<file path="src/rtl/mem_port_arbiter.sv">
// Two-port round-robin arbiter in front of one async-read/sync-write memory port.
// It holds one registered response, and a new access can issue in the same cycle that the held one drains.
module mem_port_arbiter #(
  parameter int unsigned ADDR_W = 15,
  parameter int unsigned DATA_W = 64
) (
  input  logic              clk_i,
  input  logic              rst_i,

  input  logic              p0_req_valid_i,
  output logic              p0_req_ready_o,
  input  logic              p0_req_we_i,
  input  logic [2:0]        p0_req_funct3_i,
  input  logic [ADDR_W-1:0] p0_req_addr_i,
  input  logic [DATA_W-1:0] p0_req_wdata_i,
  output logic              p0_resp_valid_o,
  input  logic              p0_resp_ready_i,
  output logic [DATA_W-1:0] p0_resp_rdata_o,
  output logic              p0_resp_error_o,

  input  logic              p1_req_valid_i,
  output logic              p1_req_ready_o,
  input  logic              p1_req_we_i,
  input  logic [2:0]        p1_req_funct3_i,
  input  logic [ADDR_W-1:0] p1_req_addr_i,
  input  logic [DATA_W-1:0] p1_req_wdata_i,
  output logic              p1_resp_valid_o,
  input  logic              p1_resp_ready_i,
  output logic [DATA_W-1:0] p1_resp_rdata_o,
  output logic              p1_resp_error_o,

  output logic [2:0]        mem_funct3_o,
  output logic [ADDR_W-1:0] mem_rd_addr_o,
  output logic [ADDR_W-1:0] mem_wr_addr_o,
  output logic [DATA_W-1:0] mem_wr_data_o,
  output logic              mem_wr_en_o,
  input  logic [DATA_W-1:0] mem_rd_data_i,
  input  logic [1:0]        mem_error_i
);

  typedef enum logic [0:0] {StIdle, StHold} state_e;

  state_e              state_q;
  logic                owner_q;
  logic                rr_ptr_q;
  logic                p0_vld_q;
  logic                p1_vld_q;
  logic                err_q;
  logic [DATA_W-1:0]   rdata_q;

  logic                owner_ready;
  logic                can_issue;
  logic                elig0;
  logic                elig1;
  logic                gnt0;
  logic                gnt1;
  logic                gnt_we;

  always_comb begin
    owner_ready = owner_q ? p1_resp_ready_i : p0_resp_ready_i;
    // A held response must drain before the single response register can take another.
    can_issue   = ~rst_i & ((state_q == StIdle) | owner_ready);
    elig0       = p0_req_valid_i & can_issue;
    elig1       = p1_req_valid_i & can_issue;
    gnt0        = elig0 & (~elig1 | ~rr_ptr_q);
    gnt1        = elig1 & (~elig0 | rr_ptr_q);
    gnt_we      = 1'b0;

    mem_funct3_o  = '0;
    mem_rd_addr_o = '0;
    mem_wr_addr_o = '0;
    mem_wr_data_o = '0;
    mem_wr_en_o   = 1'b0;
    if (gnt0) begin
      gnt_we        = p0_req_we_i;
      mem_funct3_o  = p0_req_funct3_i;
      mem_rd_addr_o = p0_req_addr_i;
      mem_wr_addr_o = p0_req_addr_i;
      mem_wr_data_o = p0_req_wdata_i;
      mem_wr_en_o   = p0_req_we_i;
    end else if (gnt1) begin
      gnt_we        = p1_req_we_i;
      mem_funct3_o  = p1_req_funct3_i;
      mem_rd_addr_o = p1_req_addr_i;
      mem_wr_addr_o = p1_req_addr_i;
      mem_wr_data_o = p1_req_wdata_i;
      mem_wr_en_o   = p1_req_we_i;
    end
  end

  assign p0_req_ready_o  = gnt0;
  assign p1_req_ready_o  = gnt1;
  assign p0_resp_valid_o = p0_vld_q;
  assign p1_resp_valid_o = p1_vld_q;
  assign p0_resp_rdata_o = rdata_q;
  assign p1_resp_rdata_o = rdata_q;
  assign p0_resp_error_o = err_q;
  assign p1_resp_error_o = err_q;

  always_ff @(posedge clk_i) begin
    if (rst_i) begin
      state_q  <= StIdle;
      owner_q  <= 1'b0;
      rr_ptr_q <= 1'b0;
      p0_vld_q <= 1'b0;
      p1_vld_q <= 1'b0;
      err_q    <= 1'b0;
      rdata_q  <= '0;
    end else if (gnt0 | gnt1) begin
      state_q  <= StHold;
      owner_q  <= gnt1;
      rr_ptr_q <= ~gnt1;
      p0_vld_q <= gnt0;
      p1_vld_q <= gnt1;
      rdata_q  <= gnt_we ? '0 : mem_rd_data_i;
      err_q    <= gnt_we ? mem_error_i[1] : mem_error_i[0];
    end else if ((state_q == StHold) && owner_ready) begin
      state_q  <= StIdle;
      p0_vld_q <= 1'b0;
      p1_vld_q <= 1'b0;
    end
  end

endmodule

</file>
<file path="config.mk">
export PLATFORM = sky130hd
export DESIGN_NAME = mem_port_arbiter
export DESIGN_NICKNAME = d
export VERILOG_FILES = /design/src/rtl/mem_port_arbiter.sv
export SDC_FILE = /design/constraint.sdc
export NUM_CORES = 1
export LEC_CHECK = 0
export ABC_AREA = 1
export BUFFER_PORTS_ARGS = -buffer_cell sky130_fd_sc_hd__buf_2
export CAP_MARGIN = 10
export CORE_AREA = 5 5 181 183
export CTS_CLUSTER_SIZE = 20
export DETAILED_ROUTE_END_ITERATION = 16
export DIE_AREA = 0 0 186 188
export PLACE_DENSITY = 0.49
export SYNTH_ARGS = -nofsm -noshare
export SYNTH_HDL_FRONTEND = slang
export SYNTH_SLANG_ARGS = --single-unit
</file>
<file path="constraint.sdc">
create_clock -name clk_i -period 2.3 [get_ports clk_i]
set_input_delay 0.46 -clock clk_i [delete_from_list [all_inputs] [get_ports clk_i]]
set_output_delay 0.46 -clock clk_i [all_outputs]
set_load 0.02 [all_outputs]
</file>
Word-level counts from Yosys, hierarchy flattened --
Index checks and enable logic that the tools add are counted.
Operators by class: shift-type cells 0, bitwise gates (word level) 15, muxes and demuxes 15, equality and inequality tests 0, $lt $le $gt $ge 0, divide/modulo/power cells 0, multipliers 0, reductions and logical operators 2, add/sub/neg operators 0
Operators with widths (number):
- $mux W64 | 3
- $mux W15 | 2
- $mux W1 | 8
- $mux W3 | 2
- $not A1 Y1 | 6
- $and A1 B1 Y1 | 5
- $or A1 B1 Y1 | 4
- $reduce_bool A2 Y1 | 1
- $logic_and A1 B1 Y1 | 1
Word-level totals: memories kept 0, memory bits (read-only) 0, bits in registers 70, bits in writable memories 0, bits in latches 0

Longest topological paths before layout --
depth in word-level cells 10, gate-level depth with buffers 12, mapped depth without buffers 10

Worst setup path before layout --
OpenSTA, ideal clock, no wires.
kind input to output, from in p1_resp_ready_i, to out mem_wr_addr_o[10], stages 7, required time 1840 ps, setup slack 33 ps, arrival 1807 ps, path through nand2_1 -> nand3_2 -> nand3_2 -> nor2_2 -> buf_1 -> a22o_1 -> buf_4
On the way: cells in the longest elaborated chain, start to end 9, elaborated cells between the ends (all ways) 13
Ends and longest elaborated chain:
- start: declaration | line 28 | input logic p1_resp_ready_i,
- $mux W1 * | line 60 | owner_ready = owner_q ? p1_resp_ready_i : p0_resp_ready_i;
- $or A1 B1 Y1 * | line 62 | can_issue = ~rst_i & ((state_q == StIdle) | owner_ready);
- $and A1 B1 Y1 * | line 62
- $and A1 B1 Y1 | line 63 | elig0 = p0_req_valid_i & can_issue;
- $not A1 Y1 | line 66 | gnt1 = elig1 & (~elig0 | rr_ptr_q);
- $or A1 B1 Y1 | line 66
- $and A1 B1 Y1 * | line 66
- named net p1_req_ready_o | line 22 | output logic p1_req_ready_o,
- $mux W15 * (2 in series)
- end: declaration | line 34 | output logic [ADDR_W-1:0] mem_wr_addr_o,
Mark *: on every way through the listed nets, which the timed path passes. The rest lies on a longest branch.

Final worst setup path --
from reg owner_q, to out mem_rd_addr_o[1]
On the way: cells in the longest elaborated chain, start to end 9, elaborated cells between the ends (all ways) 13
Ends and longest elaborated chain:
- start: declaration | line 44 | logic owner_q;
- start signal: assignment | line 111 | owner_q <= gnt1;
- $mux W1 * | line 60
- $or A1 B1 Y1 * | line 62
- $and A1 B1 Y1 * | line 62
- $and A1 B1 Y1 | line 63
- $not A1 Y1 | line 66
- $or A1 B1 Y1 | line 66
- $and A1 B1 Y1 | line 66
- $mux W15 | line 81 | end else if (gnt1) begin
- $mux W15 * | line 74 | if (gnt0) begin
- end: declaration | line 33 | output logic [ADDR_W-1:0] mem_rd_addr_o,
Mark *: on every way between the ends. The rest lies on a longest branch, timed or not.

==> impl_metrics.json <==
{
  "min_to": "owner_q",
  "clk_latency_ns": 0.34,
  "muxShareOfSynthArea": 0,
  "grt_pass1_wl_um": 32860,
  "required_ns": 1.84,
  "synth_compound_area_frac": 0.3459,
  "layout_commonest_cell": "buf_2",
  "ir_drop_uv": 268.3,
  "sw_frac_of_total": 0.3458,
  "drive_gt1_frac": 0.6142,
  "avgSynthCellArea_um2": 7.933,
  "endpoint_kind": "output pin",
  "hold_buffers": 0,
  "dp.cells": 1288,
  "r2r_start": "owner_q",
  "ff2ff_setup_slack_ns": 0.39,
  "powerDensity_nw_per_um2": 633.3,
  "antenna_found_initial": 7,
  "seq_power_share": 0.295,
  "worst-setup-path-type": "register to output pin",
  "ys_seq_area_frac": 0.3477,
  "synth_top_family_by_area": "compound AO/OA/AOI/OAI gates",
  "combPwrFrac": 0.373,
  "wire_per_inst_um": 19.03,
  "track_usage": 0.1266,
  "finalSetupViolations": 72,
  "hold_viol_final": 0,
  "period_share": 1.032,
  "cts_buffers": 9,
  "drc_errors": 0,
  "status": "complete, but fails checks",
  "setup_ws_ns": -0.07320,
  "synth_top_area_frac": 0.3477,
  "final_cell_mix": "buf_2 (381), a21oi_1 (70), a22o_1 (69), dfxtp_1 (69)",
  "min_from": "rst_i",
  "synth_area_leader_cell": "dfxtp_1",
  "power_mw": 4.822,
  "cap_violations": 0,
  "skew_ns": 0.005899,
  "drv_slew": 0,
  "ys_types": 20,
  "nets": 1149,
  "synth-simple-area-share": 0.09003,
  "cts_tree": "done",
  "num_rows": 65,
  "dr.pass1.iters": 4,
  "worst_pin_slew_ns": 0.6481,
  "fin_tns_setup_ns": -2.501,
  "fill_cells": 3450,
  "ys_warn_count": 0,
  "port_buffers": 469,
  "start_util": 0.1297,
  "fp.dieW_um": 186,
  "p_int_mw": 3.155,
  "cts_buffer_depth": 2,
  "regToRegEndpoint": "p0_resp_rdata_o[0]",
  "clock.fmax_mhz": 421.4,
  "htreeDepth": 3,
  "area_growth_pct": 88.92,
  "reg2reg_depth": 14,
  "cp_max_fo": 7,
  "drt_iter0_drc": 150,
  "grt_start_max_net_pins": 66,
  "die_h_um": 188,
  "syn-num-nets": 746,
  "coreArea_um2": 31070,
  "vias_per_cell": 4.059,
  "ys_ff_latch": 70,
  "cts.sinks": 70,
  "clockRootBuffer": "clkbuf_16",
  "syn_area_um2": 4030,
  "synthXorXnorAreaFrac": 0,
  "path_clk_slew_ns": 0.06,
  "antenna_left": 0,
  "grt_pass1_vias": 5252,
  "synthAdderAreaFrac": 0,
  "pwr-share-clk": 0.332,
  "ys_top_cells_by_area": "dfxtp_1 (35%), a22o_1 (18%), buf_4 (15%), a21oi_1 (8.7%), nand2_1 (6.7%)",
  "rsz0062_at_grt": "yes",
  "p_switching_mw": 1.667,
  "slew-limit-headroom": 0.5679,
  "dieArea_um2": 34970,
  "hold_path_depth": 2,
  "hpwl_um": 20170,
  "layout.cells.non_filler": 1320,
  "routabilityCongestion": 0.8627,
  "violations": "negative setup slack",
  "grt_overflow": 0,
  "postSynthCellCount": 508,
  "finalCriticalPeriod_ns": 2.373,
  "p_leak_nw": 4.115,
  "route.vias.total": 5358,
  "hold_class": "input port to register",
  "wl_um": 25120,
  "boundaryPins": 470,
  "cp-start-kind": "register",
  "cp.arrival_ns": 1.91
}
metrics by stage:
step                instance area (um^2)  setup slack, ns  utilization  hold slack, ns
global placement                    6369          0.01931       0.2050          0.4776
finish                              7614         -0.07320       0.2451          0.3542
floorplan                           4030          0.03334            -          0.4521
CTS                                 7129          -0.1035       0.2295          0.3357
detailed placement                  6369          0.03270       0.2050          0.4731
global route                        7609          -0.1817       0.2449          0.3471
sequential cells by signal, summed over array words and instances (netlist names):
name and flops:
p0_resp_valid_o 1, p0_resp_rdata_o 64, owner_q 1, p1_resp_valid_o 1, rr_ptr_q 1, state_q 1, p0_resp_error_o 1
routing by layer:
metal / GRT usage / part of all wire
met1: 0.1367 / 0.36
met2: 0.2306 / 0.52
met3: 0.03472 / 0.085
met4: 0.05101 / 0.035
met5: 0 / 0.00052
cell type report:
class / instances / area [um^2] / share of cell area
clock inverters: 6 / 111.4 / 0.01463
multi-input cells: 305 / 1908 / 0.2506
flip-flops and latches: 70 / 1405 / 0.1846
well taps: 402 / 503.0 / 0.06606
clock buffers: 9 / 225.2 / 0.02958
diodes: 3 / 7.507 / 0.0009860
inverters: 8 / 40.04 / 0.005259
repair buffers: 517 / 3413 / 0.4483
worst max-delay path by stage:
stage | end | slack [ns] | startpoint | depth (start not counted)
6_report | mem_rd_addr_o[1] | -0.07 | owner_q | 10
5_1_grt | mem_wr_addr_o[1] | -0.18 | owner_q | 9
4_1_cts | mem_rd_addr_o[3] | -0.10 | owner_q | 11
3_5_place_dp | mem_wr_data_o[60] | 0.03 | p1_resp_ready_i | 11
3_3_place_gp | mem_wr_data_o[60] | 0.02 | p1_resp_ready_i | 11
2_1_floorplan | mem_wr_addr_o[10] | 0.03 | p1_resp_ready_i | 7
power by group through the flow:
stage	Clock, mW	Sequential, mW	Combinational [mW]
3_5_place_dp	0	1.45	1.58
2_1_floorplan	0	1.57	0.887
3_3_place_gp	0	1.45	1.57
6_report	1.60	1.42	1.80
4_1_cts	1.66	1.42	1.70
5_1_grt	1.71	1.44	1.92
cell families after synthesis:
group / Yosys count
DFF: 70
buffers and inverters: 133
and+or+nand+nor: 88
AOI/OAI and AO/OA: 217
Yosys cell counts:
| master | count |
|---|---|
| dfxtp_1 | 70 |
| nand2_2 | 3 |
| inv_4 | 1 |
| nor2_2 | 2 |
| a21oi_1 | 70 |
| inv_2 | 3 |
| nand3_2 | 2 |
| buf_4 | 80 |
| nand2_1 | 72 |
| o21ai_1 | 25 |
| buf_2 | 32 |
| a22o_1 | 82 |
| nand4_1 | 1 |
| inv_1 | 4 |
| o21ai_0 | 40 |
| nand3_1 | 4 |
| buf_1 | 2 |
| clkbuf_1 | 7 |
| nor2_1 | 4 |
| buf_6 | 4 |
repair_timing:
action,4_1_cts,5_1_grt
pin swaps,3,12
setup buffers,1,7
gates cloned,2,4
gates resized for setup,115,85
endpoints found under the setup margin,91,99
critical path, stage by stage, from the launching register on:
cell,delay (ns)
dfxtp_4,0.35
inv_2,0.06
nand2_4,0.05
nand3_4,0.07
nand3_2,0.10
nor2_4,0.20
buf_12,0.14
clkbuf_16,0.15
buf_6,0.11
a22o_1,0.18
buf_4,0.16
(Power assumes the default switching activity.)
